===== src/rtl/dehaze_pkg.sv =====
// Shared pixel/channel definitions and minimum helpers for the dehaze datapath.
package dehaze_pkg;

  localparam int unsigned PIX_W = 24;
  localparam int unsigned CH_W  = 8;
  localparam int unsigned R_LSB = 16;
  localparam int unsigned G_LSB = 8;
  localparam int unsigned B_LSB = 0;

  function automatic logic [CH_W-1:0] min3(input logic [CH_W-1:0] a,
                                           input logic [CH_W-1:0] b,
                                           input logic [CH_W-1:0] c);
    logic [CH_W-1:0] m;
    m = (a < b) ? a : b;
    return (c < m) ? c : m;
  endfunction

  // Darkest of the three colour channels of one packed RGB pixel.
  function automatic logic [CH_W-1:0] chan_min(input logic [PIX_W-1:0] pix);
    return min3(pix[R_LSB +: CH_W], pix[G_LSB +: CH_W], pix[B_LSB +: CH_W]);
  endfunction

endpackage


===== src/rtl/min3_u8.sv =====
// Registered 3-input unsigned 8-bit minimum with load enable.
module min3_u8
  import dehaze_pkg::*;
(
  input  logic            clk,
  input  logic            rst,
  input  logic            en,
  input  logic [CH_W-1:0] a,
  input  logic [CH_W-1:0] b,
  input  logic [CH_W-1:0] c,
  output logic [CH_W-1:0] y
);

  always_ff @(posedge clk or posedge rst) begin
    if (rst) begin
      y <= '0;
    end else if (en) begin
      y <= min3(a, b, c);
    end
  end

endmodule


===== src/rtl/dark_channel_estimator.sv =====
// 3-stage dark-channel pipeline over a 3x3 RGB window plus a per-frame
// atmospheric-light tracker that latches the centre pixel of the darkest-max window.
module dark_channel_estimator
  import dehaze_pkg::*;
#(
  parameter int WIN_COUNT = 262144,
  parameter int CNT_W     = $clog2(WIN_COUNT)
) (
  input  logic             clk,
  input  logic             rst,
  input  logic [PIX_W-1:0] input_pixel_1,
  input  logic [PIX_W-1:0] input_pixel_2,
  input  logic [PIX_W-1:0] input_pixel_3,
  input  logic [PIX_W-1:0] input_pixel_4,
  input  logic [PIX_W-1:0] input_pixel_5,
  input  logic [PIX_W-1:0] input_pixel_6,
  input  logic [PIX_W-1:0] input_pixel_7,
  input  logic [PIX_W-1:0] input_pixel_8,
  input  logic [PIX_W-1:0] input_pixel_9,
  input  logic             input_is_valid,
  output logic [CH_W-1:0]  dark_pixel,
  output logic [PIX_W-1:0] center_pixel,
  output logic             output_is_valid,
  output logic [PIX_W-1:0] atm_light,
  output logic             atm_light_valid
);

  localparam int unsigned NPIX = 9;
  localparam int unsigned NROW = 3;

  logic [PIX_W-1:0] win [NPIX];

  assign win[0] = input_pixel_1;
  assign win[1] = input_pixel_2;
  assign win[2] = input_pixel_3;
  assign win[3] = input_pixel_4;
  assign win[4] = input_pixel_5;
  assign win[5] = input_pixel_6;
  assign win[6] = input_pixel_7;
  assign win[7] = input_pixel_8;
  assign win[8] = input_pixel_9;

  // Stage 1: per-pixel channel minimum.
  logic             s1_valid;
  logic [CH_W-1:0]  s1_cmin [NPIX];
  logic [PIX_W-1:0] s1_center;

  always_ff @(posedge clk or posedge rst) begin
    if (rst) begin
      s1_valid  <= 1'b0;
      s1_center <= '0;
      for (int unsigned k = 0; k < NPIX; k++) begin
        s1_cmin[k] <= '0;
      end
    end else begin
      s1_valid <= input_is_valid;
      if (input_is_valid) begin
        s1_center <= input_pixel_5;
        for (int unsigned k = 0; k < NPIX; k++) begin
          s1_cmin[k] <= chan_min(win[k]);
        end
      end
    end
  end

  // Stage 2: row minima.
  logic             s2_valid;
  logic [PIX_W-1:0] s2_center;
  logic [CH_W-1:0]  row_min [NROW];

  for (genvar r = 0; r < NROW; r++) begin : g_row
    min3_u8 u_row_min (
      .clk (clk),
      .rst (rst),
      .en  (s1_valid),
      .a   (s1_cmin[3*r]),
      .b   (s1_cmin[3*r+1]),
      .c   (s1_cmin[3*r+2]),
      .y   (row_min[r])
    );
  end

  always_ff @(posedge clk or posedge rst) begin
    if (rst) begin
      s2_valid  <= 1'b0;
      s2_center <= '0;
    end else begin
      s2_valid <= s1_valid;
      if (s1_valid) begin
        s2_center <= s1_center;
      end
    end
  end

  // Stage 3: window minimum and delay-matched centre.
  min3_u8 u_final_min (
    .clk (clk),
    .rst (rst),
    .en  (s2_valid),
    .a   (row_min[0]),
    .b   (row_min[1]),
    .c   (row_min[2]),
    .y   (dark_pixel)
  );

  always_ff @(posedge clk or posedge rst) begin
    if (rst) begin
      output_is_valid <= 1'b0;
      center_pixel    <= '0;
    end else begin
      output_is_valid <= s2_valid;
      if (s2_valid) begin
        center_pixel <= s2_center;
      end
    end
  end

  // Atmospheric-light tracker: frame boundaries come from the beat count alone.
  logic [CH_W-1:0]  max_dark, max_dark_nx;
  logic [PIX_W-1:0] cand_rgb, cand_rgb_nx;
  logic [CNT_W-1:0] beat_cnt, beat_cnt_nx;
  logic [PIX_W-1:0] atm_light_nx;
  logic             atm_light_valid_nx;
  logic             take_c;
  logic             last_c;

  always_comb begin
    max_dark_nx        = max_dark;
    cand_rgb_nx        = cand_rgb;
    beat_cnt_nx        = beat_cnt;
    atm_light_nx       = atm_light;
    atm_light_valid_nx = 1'b0;
    // A frame's first beat always seeds the candidate so an all-zero frame still publishes.
    take_c = (dark_pixel > max_dark) || (beat_cnt == '0);
    last_c = (beat_cnt == CNT_W'(WIN_COUNT - 1));
    if (output_is_valid) begin
      if (last_c) begin
        atm_light_nx       = take_c ? center_pixel : cand_rgb;
        atm_light_valid_nx = 1'b1;
        beat_cnt_nx        = '0;
        max_dark_nx        = '0;
        cand_rgb_nx        = '0;
      end else begin
        beat_cnt_nx = beat_cnt + CNT_W'(1);
        if (take_c) begin
          max_dark_nx = dark_pixel;
          cand_rgb_nx = center_pixel;
        end
      end
    end
  end

  always_ff @(posedge clk or posedge rst) begin
    if (rst) begin
      max_dark        <= '0;
      cand_rgb        <= '0;
      beat_cnt        <= '0;
      atm_light       <= '0;
      atm_light_valid <= 1'b0;
    end else begin
      max_dark        <= max_dark_nx;
      cand_rgb        <= cand_rgb_nx;
      beat_cnt        <= beat_cnt_nx;
      atm_light       <= atm_light_nx;
      atm_light_valid <= atm_light_valid_nx;
    end
  end

endmodule

===== config.mk =====
export PLATFORM = sky130hd
export DESIGN_NAME = dark_channel_estimator
export DESIGN_NICKNAME = d
export VERILOG_FILES = /design/src/rtl/dehaze_pkg.sv /design/src/rtl/min3_u8.sv /design/src/rtl/dark_channel_estimator.sv
export SDC_FILE = /design/constraint.sdc
export NUM_CORES = 1
export LEC_CHECK = 0
export ABC_AREA = 0
export CORE_UTILIZATION = 37
export DETAILED_ROUTE_END_ITERATION = 16
export PLACE_DENSITY = 0.69
export SETUP_SLACK_MARGIN = 0.05
export SYNTH_ARGS = -nofsm -noshare
export SYNTH_HDL_FRONTEND = slang
export SYNTH_SLANG_ARGS = --single-unit

===== constraint.sdc =====
create_clock -name clk -period 12 [get_ports clk]
set_input_delay 2.4 -clock clk [delete_from_list [all_inputs] [get_ports clk]]
set_output_delay 2.4 -clock clk [all_outputs]
set_load 0.01 [all_outputs]

* Yosys cells after proc, flatten, opt, wreduce, memory -nomap -nowiden *
Index checks and enable logic that the tools add are counted.

word-level totals
  register bits after elaboration = 254
  input port bits = 219
  output and inout port bits = 58
  word-level logic and storage cells = 91

cells by class
  add/subtract/negate cells = 1
  $lt $le $gt $ge = 27
  equality and inequality tests = 1
  muxes and demuxes = 33
  reduce and logical (&&, ||, !) cells = 5

operators by type and width
  cell                                           number
  2-to-1 mux 8 bit                               28
  < comparator 8 bit                             26
  2-to-1 mux 24 bit                              2
  adder 18 x 1 -> 18 bit, second input constant  1
  equality test 18 bit, second input constant    1
  zero test 18 bit                               1
  2-to-1 mux 18 bit                              1
  greater-than comparator 8 bit                  1
  AND reduction 2 bit                            2
  2-to-1 mux 1 bit                               2
  nonzero test 2 bit                             1
  logical OR 1 bit                               1

* Depth between registers and ports, before layout *
Gate-level depths: netlist of the first run.

  word-level depth = 4
  gate-level depth with buffers = 15
  mapped depth without buffers = 13

* Modules after synthesis *
A second synthesis of the first run with hierarchy kept.

second synthesis, totals
  cells, all modules = 1,752
  area, all modules = 17,251.5 um2

modules (own cells, without submodules)
  module                             times used  cells each  area each (um2)  seq. area each (um2)
  dark_channel_estimator             1           1,392       13,744.4         5,555.3
  min3_u8 at g_row[2].u_row_min ...  2           89          889.6            200.2
  min3_u8 at g_row[0].u_row_min      1           90          890.9            200.2
  min3_u8 at g_row[1].u_row_min      1           92          837.1            200.2

* Worst setup path after synthesis of the first run *
No wires, ideal clock.

  path kind = in2reg
  from = in input_pixel_4[13]
  to = reg s1_cmin[41] (netlist name)
  setup time = 0.121 ns
  arrival = 5.038 ns
  data required time = 11.879 ns
  setup slack = 6.841 ns
  stages on the path = 15
  path buffers = 2
  path through = inv_1 -> ha_1 -> a21o_1 -> a221oi_1 -> o21a_1 -> buf_2 -> mux2i_1 -> ha_1 -> a21o_1 -> a21oi_1 -> o21ai_1 -> clkbuf_1 -> nor2_1 -> a21oi_1 -> a22o_1

on the way
  longest elaborated chain between the ends = 4

ends and longest elaborated chain
  what                           RTL line                      text
  start, declared                dark_channel_estimator.sv:14  input logic [PIX_W-1:0] input_pixel_4,
  < comparator 8 bit             dehaze_pkg.sv:14              m = (a < b) ? a : b;
  2-to-1 mux 8 bit (*)           dehaze_pkg.sv:14
  < comparator 8 bit             dehaze_pkg.sv:15              return (c < m) ? c : m;
  2-to-1 mux 8 bit (*)           dehaze_pkg.sv:15
  end signal, assigned by index  dark_channel_estimator.sv:60  s1_cmin[k] <= chan_min(win[k]);
  end, declared                  dark_channel_estimator.sv:45  logic [CH_W-1:0] s1_cmin [NPIX];

Mark *: on every way between the ends. The rest lies on a longest branch, timed or not.
A chain may end at the register's enable or synchronous reset.

* Worst setup path in the final report of the first run *
  from = in input_pixel_5[10]
  to = reg s1_cmin[32] (netlist name)

on the way
  longest elaborated chain between the ends = 4

ends and longest elaborated chain
  what                  RTL line                      text
  start, declared       dark_channel_estimator.sv:15  input logic [PIX_W-1:0] input_pixel_5,
  < comparator 8 bit    dehaze_pkg.sv:14
  2-to-1 mux 8 bit (*)  dehaze_pkg.sv:14
  < comparator 8 bit    dehaze_pkg.sv:15
  2-to-1 mux 8 bit (*)  dehaze_pkg.sv:15

Marks and branches as above.

==> impl_results.md, run 1 <==
- Status: finished clean
- Max IR drop VDD: 148 uV
- Ys flop type: dfrtp_1
- Largest family of logic cells by synthesized area: compound AO/OA/AOI/OAI gates
- Syn avg cell area: 9.70 um^2
- Drt total wl: 42200 um
- Layout cells sized above 1: 0.0754
- Pint: 0.00233 W
- Startpoint Class: primary input
- Routed wire length per instance: 16.1 um
- Largest cells by area after synthesis: dfrtp_1 37%, ha_1 14%, mux2i_1 7.4%, mux2_2 4.8%, a22o_1 4.2%
- Post-route clock skew: 0.00992 ns
- Endpoint class of the critical path: flip-flop
- Tmin final: 6.07 ns
- Width of the die: 216 um
- Residual DRC: 0
- Post-synthesis async set-or-reset flop share: 1.00
- Total grt overflow: 0
- # IOs: 277
- Reg2Reg Setup Slack: 7.61 ns
- Die Y: 216 um
- Worst-path cell chain: clkdlybuf4s50_1, inv_1, ha_1, a211oi_1, o21ai_0, a21oi_1, mux2i_1, ha_1, a21o_1, a21oi_1, o21ai_1, nor3b_1, o31a_1
- Fmax: 0.165 GHz
- Number of distinct library cells after synthesis: 57
- GRT Total Usage: 0.178
- Core area: 45400 um^2
- Via-to-Cell Ratio: 5.35
- Total power: 0.00370 W
- Port Buffers: 276
- Synth Net Count: 2162
- Pleak: 9.79 nW
- Root Driver: clkbuf_16
- CTS Sinks: 254
- Switching part of the total: 0.369
- Sequential cell fraction of total power: 0.334
- WP buf/inv: 2
- Worst setup path class: primary input to flip-flop
- Worst-Skew Late Latency: 0.56 ns
- Slowest cell on the critical path: o21ai_1
- H-tree levels: 1
- Post-CTS Setup Repair Bufs: 0
- Final nets: 2406
- CP Max Fanout: 16
- Routed Antenna Nets: 0
- Dpl ws: 5.40 ns
- Vias post-DR: 14000
- Slew margin rel.: 0.238
- Yosys Warn Count: 0
- Power Density: 174 nW/um^2
- Worst R2R End: g_row[1].u_row_min.y[0]
- Psw: 0.00137 W
- Synthesis-stage register bit count: 254
- Hold buffers post-CTS: 0
- Hold Path Class: flip-flop to flip-flop
- Total CTS buffers: 29
- RSZ-0062 raised after global routing: false
- Hold Crit Start: atm_light[8]
- Fill cells: 4223
- HPWL Detailed: 32700 um
- Initial Util: 0.374
- Post-synthesis adder-cell area fraction: 0.141
- Max clock buf depth: 3
- TritonCTS clock tree: yes
- FF/Latch Area: 6360 um^2
- Worst Tran Pin Value: 1.14 ns
- Clk slew on worst S/H paths: 0.06 ns
- Pin count of the biggest net entering global routing: 112
- Initial DRC count: 722
- Layout area overhead: 24.9%
- Worst Hold Depth: 2
- Period utilisation layout: 0.506
- Clock share of power: 0.238
- Max Cap Viol: 0
- Number of cell rows: 78
- Worst hold endpoint: atm_light[8]
- Reg-to-Reg Start: s1_cmin[34]
- Cell taking the most area after synthesis: dfrtp_1
- Number of global-route vias before repair: 14300
- Sequential fraction of the synthesis area: 0.374
- Post-synthesis mux area share: 0.124
- # setup viols final: 0
- R2r worst-path depth: 13
- Complex-gate fraction of the synthesized area: 0.211
- N_diodes: 0
- Cells after Synth: 1751
- Setup_tns: 0 ns
- Critical path arrival: 6.51 ns
- Simple-gate portion of the synthesized area: 0.0942
- Initial antenna violation count: 2
- Multi-input gate area: 9840 um^2
- Synth Area in XOR/XNOR: 0.00773
- CP top delay family: compound AO/OA/AOI/OAI gates
- Post_cts resized: 0
- Worst EP required: 12.44 ns
- Final Wtd Congestion: 0.845
- CP max stage delay: 0.84 ns
- Final worst slack: 5.93 ns
- Syn Std Cell Area: 17000 um^2
- Finished Cell Area: 21200 um^2
- Share of total power in combinational logic: 0.428
- First-pass GRT wire length: 69700 um
- Final core occ: 0.468
- Placed cell areas: 20300 um^2
- Pre-Repair DR Iteration Count: 5
- Die area: 46800 um^2
- Max Slew Vio Count: 0
- EDFF count, synth: 0
- Yosys top cell area share: 0.374
- Fin. Hold Viols: 0
-- per-stage QoR --
stage	instances	hold WS, ns
2_1_floorplan	1751	0.352
3_3_place_gp	2564	0.461
3_5_place_dp	2564	0.470
4_1_cts	2617	0.483
5_1_grt	2617	0.500
6_report	2617	0.476
-- final cells by class --
class,count,area share
flip-flops and latches,254,0.299
clock inverters,9,0.00519
well taps,600,0.0354
multi-input cells,1292,0.463
repair buffers,284,0.133
clock buffers,44,0.0397
inverters,134,0.0240
-- cell usage after synthesis (all sizes together), types with 11 or more instances --
library cell / instances
o21a: 38
a211o: 11
a21oi: 136
o21ai: 123
nand2: 105
mux2i: 126
nand3: 22
xor2: 11
dfrtp: 254
mux2: 74
nor3: 38
and3: 13
inv: 133
clkbuf: 43
nor2: 119
ha: 192
a221oi: 15
nor2b: 11
o22ai: 28
a211oi: 12
a22o: 81
buf: 28
o31ai: 30
a21o: 13
o211a: 11
nand4: 13
-- layer usage --
layer,GRT usage,part of all wire,vias to the layer above
li1,-,-,6962
met1,0.237,0.46,6673
met2,0.303,0.47,301
met3,0.0244,0.042,72
met4,0.0477,0.025,4
met5,0,0.00054,-
-- worst max-delay path by stage --
stage,from,to,slack (ns),depth (start not counted)
after floorplan,rst,atm_light[0],2.61,1
after global routing,input_pixel_5[10],s1_cmin[32],5.60,13
after CTS,input_pixel_5[10],s1_cmin[32],6.00,13
final,input_pixel_5[10],s1_cmin[32],5.93,13
after detailed placement,input_pixel_5[10],s1_cmin[32],5.40,13
after global placement,input_pixel_5[10],s1_cmin[32],5.53,13
-- cells by family (layout without fill, tap and decap cells) --
| logic type | count (synthesis) | count (layout) |
|---|---|---|
| AOI/OAI and AO/OA | 532 | 532 |
| muxes | 200 | 200 |
| DFF | 254 | 254 |
| xor gates and xnor gates | 15 | 15 |
| adders and majority gates | 192 | 192 |
| and+or+nand+nor | 353 | 353 |
| buffers and inverters | 205 | 471 |
-- tightest hold or removal path, cell delays in order (launching register included) --
cell	delay, ns
dfrtp_1	0.34
nand2_1	0.04
o21ai_0	0.06
-- placed cells by master (no fill, tap or decap), types with 72 or more instances in the layout --
cell type / synthesis / routed
inv_1: 133 / 131
mux2_2: 72 / 72
ha_1: 192 / 192
nand2_1: 105 / 105
nor2_1: 119 / 118
clkdlybuf4s50_1: 0 / 275
mux2i_1: 126 / 126
o21ai_0: 111 / 111
dfrtp_1: 254 / 253
a22o_1: 81 / 81
a21oi_1: 135 / 135
-- state kept, by name (all words and copies together), names as in the netlist --
register / flops
g_row.u_row_min.y: 24
atm_light: 24
beat_cnt: 18
cand_rgb: 24
atm_light_valid: 1
center_pixel: 24
u_final_min.y: 8
output_is_valid: 1
s1_center: 24
s2_valid: 1
s2_center: 24
s1_cmin: 72
max_dark: 8
s1_valid: 1
-- power by group through the flow --
| stage | Sequential [W] | Clock [W] | Combinational (W) |
|---|---|---|---|
| 2_1_floorplan | 0.00119 | 0 | 0.00116 |
| 3_3_place_gp | 0.00124 | 0 | 0.00152 |
| 3_5_place_dp | 0.00125 | 0 | 0.00158 |
| 4_1_cts | 0.00124 | 0.000906 | 0.00159 |
| 5_1_grt | 0.00126 | 0.000936 | 0.00178 |
| 6_report | 0.00123 | 0.000880 | 0.00158 |
Power figures use the tool's default switching activity.
==> run 2: changes to the inputs <==
--- a/config.mk
+++ b/config.mk
@@ -8,7 +8,7 @@
 export ABC_AREA = 0
 export CORE_UTILIZATION = 37
 export DETAILED_ROUTE_END_ITERATION = 16
-export PLACE_DENSITY = 0.69
+export PLACE_DENSITY = 0.71
 export SETUP_SLACK_MARGIN = 0.05
 export SYNTH_ARGS = -nofsm -noshare
 export SYNTH_HDL_FRONTEND = slang
==> constraint.sdc (replaced) <==
create_clock -name clk -period 5.2 [get_ports clk]
set_input_delay 1.04 -clock clk [delete_from_list [all_inputs] [get_ports clk]]
set_output_delay 1.04 -clock clk [all_outputs]
set_load 0.01 [all_outputs]
==> impl_results.md, run 2 (synthesis results as in run 1) <==
- TritonCTS clock tree: yes
- Number of cell rows: 78 (unchanged)
- Post-route clock skew: 0.0139 ns (+0.00402 ns)
- Commonest non-fill, non-tap cell in the layout: clkdlybuf4s50_1
- Post-CTS Setup Repair Bufs: 0 (unchanged)
- Max Cap Viol: 0 (unchanged)
- Fin. Hold Viols: 0 (unchanged)
- Fmax: 0.234 GHz
- Pin count of the biggest net entering global routing: 140 (+25%)
- Max Slew Vio Count: 0 (unchanged)
- H-tree levels: 1 (unchanged)
- Hold buffers post-CTS: 0 (unchanged)
- Residual DRC: 0 (unchanged)
- Slew margin rel.: 0.324 (+0.0869)
- Fill cells: 4177 (-1.1%)
- Layout area overhead: 26.4%
- Via-to-Cell Ratio: 5.43 (+1.4%)
- First-pass GRT wire length: 70300 um (+0.82%)
- Width of the die: 216 um (unchanged)
- Initial DRC count: 836 (+16%)
- Clk slew on worst S/H paths: 0.06 ns (about the same)
- Total power: 0.00879 W (+140%)
- Clock share of power: 0.253 (+0.015)
- Die area: 46800 um^2 (unchanged)
- Number of global-route vias before repair: 14400 (+0.82%)
- Biggest register: s1_cmin
- Worst setup path class: primary input to flip-flop
- Share of total power in combinational logic: 0.422 (-0.006)
- Routed Antenna Nets: 0 (unchanged)
- Drt total wl: 42600 um (+0.77%)
- Final Wtd Congestion: 0.846 (+0.15%)
- Root Driver: clkbuf_16
- Post_cts resized: 0 (unchanged)
- Worst EP required: 5.60 ns (-6.84 ns)
- Commonest cells after routing, fill and taps aside: 275 x clkdlybuf4s50_1, 253 x dfrtp_1, 192 x ha_1, 135 x a21oi_1, 131 x inv_1
- Tmin final: 4.27 ns
- Multi-input gate area: 9830 um^2 (about the same)
- Power Density: 409 nW/um^2 (+140%)
- Pre-Repair DR Iteration Count: 5 (unchanged)
- Initial Util: 0.374 (unchanged)
- Initial antenna violation count: 1 (-1)
- # IOs: 277 (unchanged)
- Final nets: 2424 (+0.75%)
- # setup viols final: 0 (unchanged)
- Max clock buf depth: 3 (unchanged)
- Status: finished clean
- Critical path arrival: 4.66 ns (-1.85 ns)
- FF/Latch Area: 6360 um^2 (unchanged)
- Placed cell areas: 20400 um^2 (+0.72%)
- Routed wire length per instance: 16.2 um (+0.12%)
- Finished Cell Area: 21500 um^2 (+1.2%)
- Port Buffers: 276 (unchanged)
- Switching part of the total: 0.362 (-0.00752)
- GRT Total Usage: 0.179 (+0.000548)
- Max IR drop VDD: 273 uV (+84%)
- RSZ-0062 raised after global routing: false
- Psw: 0.00318 W (+130%)
- Hold Path Class: flip-flop to flip-flop
- CTS Sinks: 254 (unchanged)
- Total CTS buffers: 28 (-3.4%)
- Pint: 0.00561 W (+140%)
- Max FFs per register: 72 (unchanged)
- Endpoint class of the critical path: flip-flop
- Reg2Reg Setup Slack: 1.37 ns (-6.24 ns)
- Worst-Skew Late Latency: 0.56 ns (about the same)
- N_diodes: 0 (unchanged)
- Setup_tns: 0 ns (unchanged)
- HPWL Detailed: 33300 um (+2.1%)
- Pleak: 9.92 nW (+1.4%)
- Core area: 45400 um^2 (unchanged)
- Layout cells sized above 1: 0.0860 (+0.0107)
- Vias post-DR: 14300 (+2.0%)
- Sequential cell fraction of total power: 0.325 (-0.009)
- Dpl ws: 0.390 ns (-5.01 ns)
- Die Y: 216 um (unchanged)
- CP Max Fanout: 7 (-9)
- Final worst slack: 0.933 ns (-5.00 ns)
- Period utilisation layout: 0.821
- Startpoint Class: primary input
- Worst Tran Pin Value: 1.01 ns (-0.137 ns)
- Total grt overflow: 0 (unchanged)
run 2: cell count changes in the layout (fill, tap and decap cells not counted), moves of 2 or more:
cell and delta:
clkbuf_8 -2, bufinv_16 +5, buf_4 +18, clkbuf_1 -6
run 2: area by class of cell:
| class | count | area share |
|---|---|---|
| clock buffer | 35 | 0.0357 |
| clock inverter | 16 | 0.0132 |
| inverter | 134 | 0.0236 |
| multi-input combinational | 1292 | 0.458 |
| sequential | 254 | 0.296 |
| tap | 600 | 0.0350 |
| timing repair buffer | 303 | 0.139 |
run 2: metal layers:
| metal | global-route usage | up-vias | share of wire |
|---|---|---|---|
| met5 | 0 | - | 0.00033 |
| met4 | 0.0549 | 2 | 0.028 |
| met3 | 0.0220 | 88 | 0.043 |
| met2 | 0.310 | 360 | 0.48 |
| met1 | 0.232 | 6852 | 0.45 |
| li1 | - | 6994 | - |
run 2: path summary, 6_finish.rpt:
check,startpoint,to,cells after the start
worst max register to register,s1_cmin[18],g_row[2].u_row_min.y[0],13
worst max-delay path,input_pixel_3[15],s1_cmin[49],13
worst min-delay path,atm_light[14],atm_light[14],2
worst min register to register,atm_light[14],atm_light[14],2
min in group asynchronous,rst,beat_cnt[2],2
max in group asynchronous,rst,s1_cmin[41],3
run 2: per-stage QoR:
| stage | hold slack [ns] | std cells | util |
|---|---|---|---|
| after floorplan | 0.352 | 1751 | - |
| after global placement | 0.460 | 2583 | 0.450 |
| after detailed placement | 0.470 | 2583 | 0.450 |
| after CTS | 0.485 | 2634 | 0.473 |
| after global routing | 0.509 | 2634 | 0.473 |
| final | 0.481 | 2634 | 0.473 |
run 2: critical path: stages:
cell	delay, ns
clkdlybuf4s50_1	0.47
inv_1	0.05
ha_1	0.31
nand4_1	0.14
o31ai_2	0.54
mux2i_1	0.34
ha_1	0.31
a41oi_1	0.21
o21ai_0	0.11
a21oi_1	0.38
nand2_1	0.11
a31oi_1	0.46
a221oi_1	0.20
run 2: power groups by stage:
| stage | Sequential, W | Clock [W] | Combinational [W] |
|---|---|---|---|
| 2_1_floorplan | 0.00276 | 0 | 0.00268 |
| 3_3_place_gp | 0.00286 | 0 | 0.00355 |
| 3_5_place_dp | 0.00288 | 0 | 0.00369 |
| 4_1_cts | 0.00285 | 0.00228 | 0.00371 |
| 5_1_grt | 0.00292 | 0.00236 | 0.00415 |
| 6_report | 0.00285 | 0.00223 | 0.00371 |
==> run 3: changes to the inputs <==
--- a/config.mk
+++ b/config.mk
@@ -8,7 +8,7 @@
 export ABC_AREA = 0
 export CORE_UTILIZATION = 37
 export DETAILED_ROUTE_END_ITERATION = 16
-export PLACE_DENSITY = 0.71
+export PLACE_DENSITY = 0.69
 export SETUP_SLACK_MARGIN = 0.05
 export SYNTH_ARGS = -nofsm -noshare
 export SYNTH_HDL_FRONTEND = slang
==> constraint.sdc (replaced) <==
create_clock -name clk -period 3.99 [get_ports clk]
set_input_delay 0.798 -clock clk [delete_from_list [all_inputs] [get_ports clk]]
set_output_delay 0.798 -clock clk [all_outputs]
set_load 0.01 [all_outputs]
==> impl_results.md, run 3 (synthesis results as in run 1) <==
- Status: finished clean
- Routed Antenna Nets: 0 (unchanged)
- N_diodes: 0 (unchanged)
- Max IR drop VDD: 393 uV (+44%)
- First-pass GRT wire length: 71800 um (+2.1%)
- Endpoint class of the critical path: flip-flop
- Drt total wl: 43600 um (+2.4%)
- Fill cells: 4150 (-0.65%)
- Total CTS buffers: 28 (unchanged)
- Max clock buf depth: 3 (unchanged)
- Port Buffers: 276 (unchanged)
- Worst-Skew Late Latency: 0.56 ns (about the same)
- Width of the die: 216 um (unchanged)
- # IOs: 277 (unchanged)
- Worst setup path class: primary input to flip-flop
- Max Slew Vio Count: 0 (unchanged)
- Initial antenna violation count: 1 (unchanged)
- Slew margin rel.: 0.399 (+0.0743)
- Max FFs per register: 72 (unchanged)
- Initial Util: 0.374 (unchanged)
- Number of global-route vias before repair: 14800 (+2.6%)
- Hold buffers post-CTS: 0 (unchanged)
- Layout area overhead: 31.1%
- Residual DRC: 0 (unchanged)
- H-tree levels: 1 (unchanged)
- CTS Sinks: 254 (unchanged)
- Post-route clock skew: 0.0110 ns (-0.00295 ns)
- Total grt overflow: 0 (unchanged)
- Final Wtd Congestion: 0.875 (+3.4%)
- Period utilisation layout: 0.932
- Core area: 45400 um^2 (unchanged)
- Final Non-Filler Cells: 2750 (+4.4%)
- RSZ-0062 raised after global routing: false
- Number of cell rows: 78 (unchanged)
- Die Y: 216 um (unchanged)
- Reg2Reg Setup Slack: 0.43 ns (-0.94 ns)
- Commonest non-fill, non-tap cell in the layout: clkdlybuf4s50_1
- # setup viols final: 0 (unchanged)
- TritonCTS clock tree: yes
- Worst EP required: 4.44 ns (-1.16 ns)
- Root Driver: clkbuf_16
- CP Max Fanout: 7 (unchanged)
- Worst hold slack: 0.478 ns (-0.00312 ns)
- Die area: 46800 um^2 (unchanged)
- Initial DRC count: 929 (+11%)
- Power Density: 513 nW/um^2 (+25%)
- DP Cell Count: 2698 (+4.5%)
- Startpoint Class: primary input
- Total power: 0.0114 W (+30%)
- Routed wire length per instance: 15.9 um (-1.9%)
- Setup_tns: 0 ns (unchanged)
- Worst Tran Pin Value: 0.896 ns (-0.111 ns)
- Pleak: 10.4 nW (+5.0%)
- Final nets: 2539 (+4.7%)
- Max Cap Viol: 0 (unchanged)
- HPWL Detailed: 34200 um (+2.5%)
- Pre-Repair DR Iteration Count: 5 (unchanged)
- GRT Total Usage: 0.182 (+0.00360)
- Layout cells sized above 1: 0.134 (+0.0484)
- Clk slew on worst S/H paths: 0.06 ns (about the same)
- Tmin final: 3.72 ns
- Pin count of the biggest net entering global routing: 86 (-39%)
- Critical path arrival: 4.16 ns (-0.50 ns)
- Via-to-Cell Ratio: 5.28 (-2.6%)
- Fmax: 0.269 GHz
- Post-CTS Setup Repair Bufs: 0 (unchanged)
- Commonest cells after routing, fill and taps aside: 275 x clkdlybuf4s50_1, 253 x dfrtp_1, 192 x ha_1, 140 x buf_4, 135 x a21oi_1
- Post_cts resized: 0 (unchanged)
- Fin. Hold Viols: 0 (unchanged)
- Biggest register: s1_cmin
- Vias post-DR: 14500 (+1.7%)
- Hold Path Class: flip-flop to flip-flop
==> run 3: cell types whose count changed in the layout (fill, tap and decap cells not counted), sizes merged <==
cell / before / now
clkbuf: 35 / 42
clkinv: 10 / 8
clkinvlp: 1 / 2
buf: 28 / 143
bufinv: 7 / 2
==> run 3: layer usage <==
metal,vias up,track usage,routed length [um]
met1,6975,0.239,20200
li1,7192,-,-
met2,304,0.320,20900
met5,-,0,0
met3,61,0.0199,1580
met4,0,0.0432,939
==> run 3: cell type report <==
type                       count  area, um^2  area share
clock buffer                  42         813      0.0365
clock inverter                10         128     0.00573
inverter                     134         507      0.0228
multi-input combinational   1292        9850       0.442
sequential                   254        6360       0.285
tap                          600         751      0.0337
timing repair buffer         418        3860       0.174
==> run 3: power by group <==
part | internal [W] | switching, W
registers | 0.00318 | 0.000542
logic | 0.00250 | 0.00260
clock network | 0.00154 | 0.00106
==> run 3: metrics by stage <==
step	cell area, um^2	util	worst slack, ns
final	22300	0.491	0.272
after detailed placement	21300	0.470	-0.316
after CTS	22300	0.490	0.250
after floorplan	17000	-	-0.152
after global placement	21300	0.470	-0.241
after global routing	22300	0.491	0.0513
==> run 3: final timing paths <==
| kind | startpoint | end | cells after the start |
|---|---|---|---|
| setup / recovery | input_pixel_1[15] | s1_cmin[70] | 14 |
| hold / removal | atm_light[8] | atm_light[8] | 2 |
| setup reg to reg | g_row[0].u_row_min.y[2] | u_final_min.y[0] | 13 |
| hold reg to reg | atm_light[8] | atm_light[8] | 2 |
| max in group asynchronous | rst | s1_cmin[40] | 3 |
| min in group asynchronous | rst | beat_cnt[9] | 2 |
==> run 3: critical path, stage by stage <==
cell             delay, ns
clkdlybuf4s50_1       0.48
inv_1                 0.05
ha_1                  0.31
nand4_1               0.15
o31ai_2               0.30
buf_4                 0.22
mux2i_1               0.28
ha_1                  0.31
a41oi_1               0.21
o21ai_0               0.12
a21oi_1               0.22
nor2b_1               0.29
a311oi_4              0.11
a221oi_1              0.31
